**config.mk**
```make
export PLATFORM = sky130hd
export DESIGN_NAME = alu_rr_sequencer_flat
export DESIGN_NICKNAME = d
export VERILOG_FILES = /design/src/rtl/alu_rr_if.sv /design/src/rtl/alu_rr_sequencer.sv /design/src/flat_wrapper.sv
export SDC_FILE = /design/constraint.sdc
export NUM_CORES = 1
export LEC_CHECK = 0
export BUFFER_PORTS_ARGS = -buffer_cell sky130_fd_sc_hd__clkbuf_2
export CAP_MARGIN = 20
export CORE_AREA = 2 2 74 76
export CTS_BUF_LIST = sky130_fd_sc_hd__clkbuf_8 sky130_fd_sc_hd__clkbuf_16
export DETAILED_ROUTE_END_ITERATION = 10
export DIE_AREA = 0 0 76 78
export HOLD_SLACK_MARGIN = 0.06
export REMOVE_ABC_BUFFERS = 1
export SETUP_SLACK_MARGIN = 0.15
export SKIP_CTS_REPAIR_TIMING = 1
export SLEW_MARGIN = 20
export SYNTH_ARGS = -nofsm -noshare
export SYNTH_HDL_FRONTEND = slang
export SYNTH_SLANG_ARGS = --single-unit
```
**constraint.sdc**
```tcl
create_clock -name clk -period 1.4 [get_ports clk]
set_input_delay 0.14 -clock clk [delete_from_list [all_inputs] [get_ports clk]]
set_output_delay 0.14 -clock clk [all_outputs]
set_load 0.01 [all_outputs]
```
**src/rtl/alu_rr_if.sv**
```systemverilog
// Bundle of the request, ALU-side and response signals of the round-robin ALU sequencer.
// The slave modport is the sequencer's view; master is the environment's view.
interface alu_rr_if #(
    parameter int WIDTH = 8
) ();
    logic             req0_valid;
    logic [1:0]       req0_op;
    logic [WIDTH-1:0] req0_a;
    logic [WIDTH-1:0] req0_b;
    logic             req0_ready;

    logic             req1_valid;
    logic [1:0]       req1_op;
    logic [WIDTH-1:0] req1_a;
    logic [WIDTH-1:0] req1_b;
    logic             req1_ready;

    logic [WIDTH-1:0] alu_a;
    logic [WIDTH-1:0] alu_b;
    logic [1:0]       alu_s;
    logic [WIDTH-1:0] alu_sum;
    logic             alu_cout;

    logic             rsp_valid;
    logic             rsp_id;
    logic [WIDTH-1:0] rsp_data;
    logic             rsp_cout;
    logic             rsp_zero;
    logic             rsp_ready;

    logic             busy;

    modport slave (
        input  req0_valid, req0_op, req0_a, req0_b,
        output req0_ready,
        input  req1_valid, req1_op, req1_a, req1_b,
        output req1_ready,
        output alu_a, alu_b, alu_s,
        input  alu_sum, alu_cout,
        output rsp_valid, rsp_id, rsp_data, rsp_cout, rsp_zero,
        input  rsp_ready,
        output busy
    );

    modport master (
        output req0_valid, req0_op, req0_a, req0_b,
        input  req0_ready,
        output req1_valid, req1_op, req1_a, req1_b,
        input  req1_ready,
        input  alu_a, alu_b, alu_s,
        output alu_sum, alu_cout,
        input  rsp_valid, rsp_id, rsp_data, rsp_cout, rsp_zero,
        output rsp_ready,
        input  busy
    );
endinterface

```
**src/rtl/alu_rr_sequencer.sv**
```systemverilog
// Two-client round-robin scheduler for the shared operand-extender/adder datapath:
// grants one request at a time, waits ALU_LAT cycles, and returns a tagged, flagged result.
module alu_rr_sequencer #(
    parameter int WIDTH   = 8,
    parameter int ALU_LAT = 1
) (
    input logic     clk,
    input logic     rst,
    alu_rr_if.slave bus
);
    typedef enum logic [1:0] {
        IDLE = 2'd0,
        EXEC = 2'd1,
        RESP = 2'd2
    } state_t;

    state_t           state;
    state_t           state_nxt;
    logic             last_grant;
    logic             grant_vld;
    logic             grant_id;
    logic             accept;
    logic             capture;
    logic             ready0;
    logic             ready1;
    logic [2:0]       cnt;
    logic [WIDTH-1:0] op_a;
    logic [WIDTH-1:0] op_b;
    logic [1:0]       op_s;
    logic             cur_id;
    logic             rsp_id;
    logic [WIDTH-1:0] rsp_data;
    logic             rsp_cout;
    logic             rsp_zero;

    // Round-robin pick: a lone requester always wins; on contention the one not served last wins.
    always_comb begin
        grant_vld = 1'b0;
        grant_id  = 1'b0;
        if (bus.req0_valid && bus.req1_valid) begin
            grant_vld = 1'b1;
            grant_id  = ~last_grant;
        end else if (bus.req0_valid) begin
            grant_vld = 1'b1;
            grant_id  = 1'b0;
        end else if (bus.req1_valid) begin
            grant_vld = 1'b1;
            grant_id  = 1'b1;
        end
    end

    always_ff @(posedge clk) begin
        if (rst) begin
            state <= IDLE;
        end else begin
            state <= state_nxt;
        end
    end

    always_comb begin
        state_nxt = state;
        accept    = 1'b0;
        capture   = 1'b0;
        ready0    = 1'b0;
        ready1    = 1'b0;
        case (state)
            IDLE: begin
                // Ready is withheld during reset so nothing appears accepted on a reset edge.
                if (grant_vld && !rst) begin
                    ready0    = ~grant_id;
                    ready1    = grant_id;
                    accept    = 1'b1;
                    state_nxt = EXEC;
                end
            end
            EXEC: begin
                if (cnt == 3'd1) begin
                    capture   = 1'b1;
                    state_nxt = RESP;
                end
            end
            RESP: begin
                if (bus.rsp_ready) begin
                    state_nxt = IDLE;
                end
            end
            default: state_nxt = IDLE;
        endcase
    end

    always_ff @(posedge clk) begin
        if (rst) begin
            last_grant <= 1'b1;
            cnt        <= 3'd0;
            op_a       <= '0;
            op_b       <= '0;
            op_s       <= 2'b00;
            cur_id     <= 1'b0;
            rsp_id     <= 1'b0;
            rsp_data   <= '0;
            rsp_cout   <= 1'b0;
            rsp_zero   <= 1'b0;
        end else begin
            if (accept) begin
                op_a       <= grant_id ? bus.req1_a  : bus.req0_a;
                op_b       <= grant_id ? bus.req1_b  : bus.req0_b;
                op_s       <= grant_id ? bus.req1_op : bus.req0_op;
                cur_id     <= grant_id;
                last_grant <= grant_id;
                cnt        <= 3'(ALU_LAT);
            end else if (state == EXEC) begin
                cnt <= cnt - 3'd1;
            end
            // Last EXEC cycle: the adder output has had ALU_LAT cycles to settle.
            if (capture) begin
                rsp_id   <= cur_id;
                rsp_data <= bus.alu_sum;
                rsp_cout <= bus.alu_cout;
                rsp_zero <= (bus.alu_sum == '0);
            end
        end
    end

    assign bus.req0_ready = ready0;
    assign bus.req1_ready = ready1;
    assign bus.alu_a      = op_a;
    assign bus.alu_b      = op_b;
    assign bus.alu_s      = op_s;
    assign bus.rsp_valid  = (state == RESP);
    assign bus.rsp_id     = rsp_id;
    assign bus.rsp_data   = rsp_data;
    assign bus.rsp_cout   = rsp_cout;
    assign bus.rsp_zero   = rsp_zero;
    assign bus.busy       = (state != IDLE);

endmodule

```
**src/flat_wrapper.sv**
```systemverilog
// flat-port wrapper written by rule: the top's interface ports become plain ports
module alu_rr_sequencer_flat 
#(
    parameter int WIDTH   = 8,
    parameter int ALU_LAT = 1
)
  (clk, rst, bus_req0_valid, bus_req0_op, bus_req0_a, bus_req0_b, bus_req0_ready, bus_req1_valid, bus_req1_op, bus_req1_a, bus_req1_b, bus_req1_ready, bus_alu_a, bus_alu_b, bus_alu_s, bus_alu_sum, bus_alu_cout, bus_rsp_valid, bus_rsp_id, bus_rsp_data, bus_rsp_cout, bus_rsp_zero, bus_rsp_ready, bus_busy);
  alu_rr_if #(.WIDTH(WIDTH)) bus_i ();
  input logic clk;
  input logic rst;
  input wire logic [$bits(bus_i.req0_valid)-1:0] bus_req0_valid;
  input wire logic [$bits(bus_i.req0_op)-1:0] bus_req0_op;
  input wire logic [$bits(bus_i.req0_a)-1:0] bus_req0_a;
  input wire logic [$bits(bus_i.req0_b)-1:0] bus_req0_b;
  output wire logic [$bits(bus_i.req0_ready)-1:0] bus_req0_ready;
  input wire logic [$bits(bus_i.req1_valid)-1:0] bus_req1_valid;
  input wire logic [$bits(bus_i.req1_op)-1:0] bus_req1_op;
  input wire logic [$bits(bus_i.req1_a)-1:0] bus_req1_a;
  input wire logic [$bits(bus_i.req1_b)-1:0] bus_req1_b;
  output wire logic [$bits(bus_i.req1_ready)-1:0] bus_req1_ready;
  output wire logic [$bits(bus_i.alu_a)-1:0] bus_alu_a;
  output wire logic [$bits(bus_i.alu_b)-1:0] bus_alu_b;
  output wire logic [$bits(bus_i.alu_s)-1:0] bus_alu_s;
  input wire logic [$bits(bus_i.alu_sum)-1:0] bus_alu_sum;
  input wire logic [$bits(bus_i.alu_cout)-1:0] bus_alu_cout;
  output wire logic [$bits(bus_i.rsp_valid)-1:0] bus_rsp_valid;
  output wire logic [$bits(bus_i.rsp_id)-1:0] bus_rsp_id;
  output wire logic [$bits(bus_i.rsp_data)-1:0] bus_rsp_data;
  output wire logic [$bits(bus_i.rsp_cout)-1:0] bus_rsp_cout;
  output wire logic [$bits(bus_i.rsp_zero)-1:0] bus_rsp_zero;
  input wire logic [$bits(bus_i.rsp_ready)-1:0] bus_rsp_ready;
  output wire logic [$bits(bus_i.busy)-1:0] bus_busy;
  assign bus_i.req0_valid = bus_req0_valid;
  assign bus_i.req0_op = bus_req0_op;
  assign bus_i.req0_a = bus_req0_a;
  assign bus_i.req0_b = bus_req0_b;
  assign bus_req0_ready = bus_i.req0_ready;
  assign bus_i.req1_valid = bus_req1_valid;
  assign bus_i.req1_op = bus_req1_op;
  assign bus_i.req1_a = bus_req1_a;
  assign bus_i.req1_b = bus_req1_b;
  assign bus_req1_ready = bus_i.req1_ready;
  assign bus_alu_a = bus_i.alu_a;
  assign bus_alu_b = bus_i.alu_b;
  assign bus_alu_s = bus_i.alu_s;
  assign bus_i.alu_sum = bus_alu_sum;
  assign bus_i.alu_cout = bus_alu_cout;
  assign bus_rsp_valid = bus_i.rsp_valid;
  assign bus_rsp_id = bus_i.rsp_id;
  assign bus_rsp_data = bus_i.rsp_data;
  assign bus_rsp_cout = bus_i.rsp_cout;
  assign bus_rsp_zero = bus_i.rsp_zero;
  assign bus_i.rsp_ready = bus_rsp_ready;
  assign bus_busy = bus_i.busy;
  alu_rr_sequencer #(.WIDTH(WIDTH), .ALU_LAT(ALU_LAT)) u_core (.clk(clk), .rst(rst), .bus(bus_i));
endmodule
```
== Word-level counts from Yosys, hierarchy flattened ==
Cells that the tools add are included.

* Register bits after elaboration: 36
* Output and inout port bits: 33
* Input port bits: 50
* Word-level logic and storage cells: 52

* Multiplexer cells: 22
* Bitwise gates (word level): 2
* Add/subtract/negate cells: 1
* Eq/ne operators: 6
* Reductions and logical operators: 9

{| class="wikitable"
|+ Operators with widths
! operator !! number
|-
| 8-bit two-way mux || 2
|-
| 1-bit two-way mux || 15
|-
| 8-bit logical NOT || 1
|-
| 2-bit two-way mux || 4
|-
| 2-bit by 1-bit != test with 1-bit output, second input constant || 3
|-
| 2-bit one-hot mux with 3 select lines || 1
|-
| 2-bit nonzero test || 2
|-
| 3-bit by 1-bit equality test with 1-bit output, second input constant || 1
|-
| 3-bit AND reduction || 1
|-
| 3-bit by 1-bit subtractor with 3-bit output, second input constant || 1
|-
| 2-bit by 1-bit equality test with 1-bit output, second input constant || 1
|-
| 2-bit equality test, second input constant || 1
|-
| 1-bit logical AND || 2
|-
| 2-bit logical NOT || 1
|-
| 1-bit inverter || 2
|-
| 2-bit OR reduction || 1
|-
| 1-bit logical NOT || 1
|}

== Logic depth before layout (Yosys ltp) ==
* Depth after elaboration: 7
* Gate-level depth with buffers: 6

== Worst setup path before layout ==
No wires, ideal clock.

* Path kind: register to register
* Start point: register u_core.cnt[1]
* End point: register u_core.rsp_cout (netlist: u_core.bus.rsp_cout)
* Clock period less this slack: 1.154 ns
* Setup slack: 0.246 ns
* Cell stages (with the launch flop): 7
* Arrival time: 1.013 ns
* Buffers on the path: 1
* Cells stage by stage: dfxtp_1 > inv_1 > ha_1 > and4bb_1 > buf_2 > nand2_1 > a21oi_1

* Cells in the longest elaborated chain, start to end: 3

{| class="wikitable"
|+ Ends and longest elaborated chain
! element !! line !! text
|-
| from (decl) || alu_rr_sequencer.sv:26 || <nowiki>logic [2:0] cnt;</nowiki>
|-
| from (signal assigned) || alu_rr_sequencer.sv:110 || <nowiki>cnt <= 3'(ALU_LAT);</nowiki>
|-
| from (signal assigned) || alu_rr_sequencer.sv:112 || <nowiki>cnt <= cnt - 3'd1;</nowiki>
|-
| 3-bit by 1-bit equality test with 1-bit output || alu_rr_sequencer.sv:77 || <nowiki>if (cnt == 3'd1) begin</nowiki>
|-
| 1-bit two-way mux || alu_rr_sequencer.sv:77 ||
|-
| 1-bit two-way mux || alu_rr_sequencer.sv:66 || <nowiki>case (state)</nowiki>
|-
| to (signal assigned) || alu_rr_sequencer.sv:118 || <nowiki>rsp_cout <= bus.alu_cout;</nowiki>
|-
| to (decl) || alu_rr_sequencer.sv:33 || <nowiki>logic rsp_cout;</nowiki>
|}

No other way between the ends.
A chain may end at the register's enable or synchronous reset.

== Worst setup path in the final report ==
* Start point: register u_core.state[1]
* End point: output port bus_req0_ready

* Cells in the longest elaborated chain, start to end: 2

{| class="wikitable"
|+ Ends and longest elaborated chain
! element !! line !! text
|-
| from (decl) || alu_rr_sequencer.sv:17 || <nowiki>state_t state;</nowiki>
|-
| from (signal assigned) || alu_rr_sequencer.sv:56 || <nowiki>state <= state_nxt;</nowiki>
|-
| 2-bit logical NOT || alu_rr_sequencer.sv:66 ||
|-
| 1-bit two-way mux || alu_rr_sequencer.sv:66 ||
|-
| to (decl) || flat_wrapper.sv:15 || <nowiki>output wire logic [$bits(bus_i.req0_ready)-1:0] bus_req0_ready;</nowiki>
|}

No other way between the ends.

==> key figures <==
CTS
  – CTS Sinks: 36
  – CTS clock-pin slew for the worst setup and hold paths: approximately 80 ps
  – TritonCTS Buffers: 5
  – CTS root buf: clkbuf_8
  – H-tree Lvls: 2
  – CTS tree: built
  – CTS max path bufs: 2
  – Clk_lat worst skew: about 290 ps

Route
  – Total iterations of the first detailed-routing run: 4
  – Wire per inst: 12.7 um
  – Vias/cell: 4.70
  – Number of DRC markers in iteration 0: 48
  – Vias: 1,703
  – Antenna-violating nets left: 0
  – DRT Wirelength: about 4.6 mm
  – DRC: 0

Job
  – # Max-Cap Violations: 0

Die
  – Ports: 83
  – Area of the die: a little under 0.006 sq mm
  – Die Height: 78 um
  – Starting Density: between 30% and 40%
  – Core area: 0.00504 sq mm
  – Std cell rows: 26
  – Die Width: 76 um

Layout
  – Commonest non-fill, non-tap cell in the layout: clkbuf_2
  – Final design utilization: just over 50%
  – Layout cells sized above 1: about half
  – Multi-input gate area: 962 sq um
  – Sequential standard cell area: 726 sq um
  – Area delta synth->final: 48.1%
  – Layout Nets: 344
  – ANT cells: 0
  – Most frequent cells in the layout: 78 x clkbuf_2, 51 x nand2_1, 34 x dfxtp_1, 28 x a21oi_1, 16 x buf_4
  – Layout filler cell count: 500

STA
  – Setup Skew: 9.55 ps
  – Worst-Margin Slew: 496 ps
  – Fin. max-slew vios: 0
  – Setup ws final: -52.6 ps
  – Fin crit share: 104%
  – Endpoints failing setup: 2
  – Tmin final: 1450 ps
  – Max_slew headroom: 66.9%
  – Unrepaired setup endpoints after global routing: yes
  – Max Clock Freq: 0.688 GHz
  – Hold Fails Final Rpt: 0

Yosys
  – Netlist cell types: 36
  – Post-synth EDFFs: 0
  – Avg Inst Size Synth: 9.08 sq um
  – Ys Warns: 0
  – Post-synth ARST share: 0%
  – Synthesized flop and latch total: 36
  – Sequential area share after synthesis: a little over two fifths
  – Cell Area, Synth: 0.00173 sq mm
  – Synth Instances: 190
  – Synth Flop Type: dfxtp_1

Setup path
  – CP Data Required Time: 1260 ps
  – Reg-to-Reg Start: u_core.state[0]
  – Crit Path Category: register to primary output
  – Crit path launch type: register
  – R2R cell count: 6
  – CP Max Fanout: 4
  – Critical Path AT: ~1300 ps
  – Reg2reg end: u_core.cnt[1]
  – R2R setup slack: ~30 ps
  – Setup crit end kind: primary output

Placement
  – HPWL after DPL: 3.13 mm
  – Place WS: 61.9 ps
  – Routability cong.: a little over 0.7
  – IO buf count: 82

Outcome
  – Status: finished with violations
  – Failing checks: negative setup slack

Power and ir drop
  – Seq pwr share: 43.4%
  – Peak VDD IR: 0.000406 V
  – Pwr Density: roughly 1100 mW/mm^2
  – Clk pwr share: 26.0%
  – P_leak: 0.00113 uW
  – Sw frac: 31.5%
  – Internal cell power: 1900 uW
  – P_sw: 872 uW
  – Combinational share of power: a little under a third

Global routing
  – Largest net degree at the start of global routing: 37
  – Grt ovf: 0
  – Tot GR Track Use: 15.1%
  – Global-route wire length before repair: 7.13 mm
  – Initial antenna violation count: 0
  – Vias in the first global route: 1,560

Min path
  – Hold Path Sink: u_core.bus.rsp_cout
  – Hold Crit Class: input port to register
  – Worst Hold Depth: 3
  – Hold path startpoint: bus_alu_cout
kinds of logic after synthesis:
kind of cell / synth area share [%]
DFF: 41.8
AOI/OAI and AO/OA: 26.0
muxes: 2.32
and+or+nand+nor: 20.6
xor gates and xnor gates: 1.02
buffers and inverters: 6.89
adders and majority gates: 1.45
sequential cells by signal (all words and copies together) (netlist names), 2 cells and up:
name                 count
u_core.bus.rsp_data      8
u_core.bus.alu_a         8
u_core.bus.alu_s         2
u_core.bus.alu_b         8
u_core.state             2
u_core.cnt               3
worst max-delay path, cell delays in order, from the launching register on:
cell     delay, ps
dfxtp_2        340
nor3_4         260
buf_6          150
nand2_4         50
nor2_2         100
buf_2          130
layer usage:
layer	up-vias	wire length, um	part of all wire [%]	track usage (%)
met5	-	0	0	0
met4	0	43	0.93	6.55
met3	4	486	11	6.28
met2	86	2070	45	24.3
met1	742	2020	44	17.8
li1	871	-	-	-
power groups by stage:
| stage | sequential (uW) | clock, uW | combinational, uW |
|---|---|---|---|
| after CTS | 1190 | 739 | 712 |
| final | 1200 | 720 | 847 |
| after global placement | 1210 | 0 | 704 |
| after floorplan | 1250 | 0 | 356 |
| after global routing | 1220 | 782 | 932 |
| after detailed placement | 1220 | 0 | 708 |
worst max path at each step:
| stage | slack (ps) | depth (start not counted) | endpoint | start |
|---|---|---|---|---|
| final | -50 | 5 | bus_req0_ready | u_core.state[1] |
| after floorplan | -360 | 3 | u_core.bus.alu_a[1] | u_core.state[1] |
| after global routing | -140 | 5 | bus_req0_ready | u_core.state[1] |
| after CTS | -200 | 5 | bus_req1_ready | u_core.state[0] |
| after detailed placement | 60 | 4 | u_core.bus.rsp_zero | u_core.cnt[0] |
| after global placement | 70 | 4 | u_core.bus.alu_s[0] | u_core.state[0] |
through the flow:
stage / instance area (sq um) / hold WS, ps / setup TNS [ps] / total power [uW] / instances
floorplan: 1630 / 208 / -7920 / 1600 / 175
detailed placement: 2240 / 372 / 0 / 1920 / 341
global placement: 2240 / 370 / 0 / 1920 / 341
global route: 2550 / 71.4 / -343 / 2930 / 362
CTS: 2320 / 59.0 / -362 / 2640 / 348
finish: 2550 / 65.4 / -86.5 / 2770 / 362
final cells by class:
cell class                 instances  area share (%)
inverter                           5           0.735
clock buffer                       5            2.69
clock inverter                     2           0.490
timing repair buffer             109            26.6
multi-input combinational        135            37.7
sequential                        36            28.4
tap                               70            3.43
Yosys cell counts, types with 2 or more instances:
master	n	share of area, %
dfxtp_1	36	42
mux2i_1	4	2.3
ha_1	2	1.5
nand3_1	2	0.58
a21oi_1	29	8.4
buf_6	3	2.0
clkbuf_1	2	0.44
nor3_2	2	1.2
nor4_1	2	0.73
nand3b_1	2	0.87
buf_4	4	1.7
buf_2	5	1.5
a311oi_2	15	13
nand4_1	2	0.73
inv_1	5	1.1
nor2_1	2	0.44
nand2b_1	3	1.1
nand2_1	52	11
No activity file was read; power rests on OpenSTA's default activity.
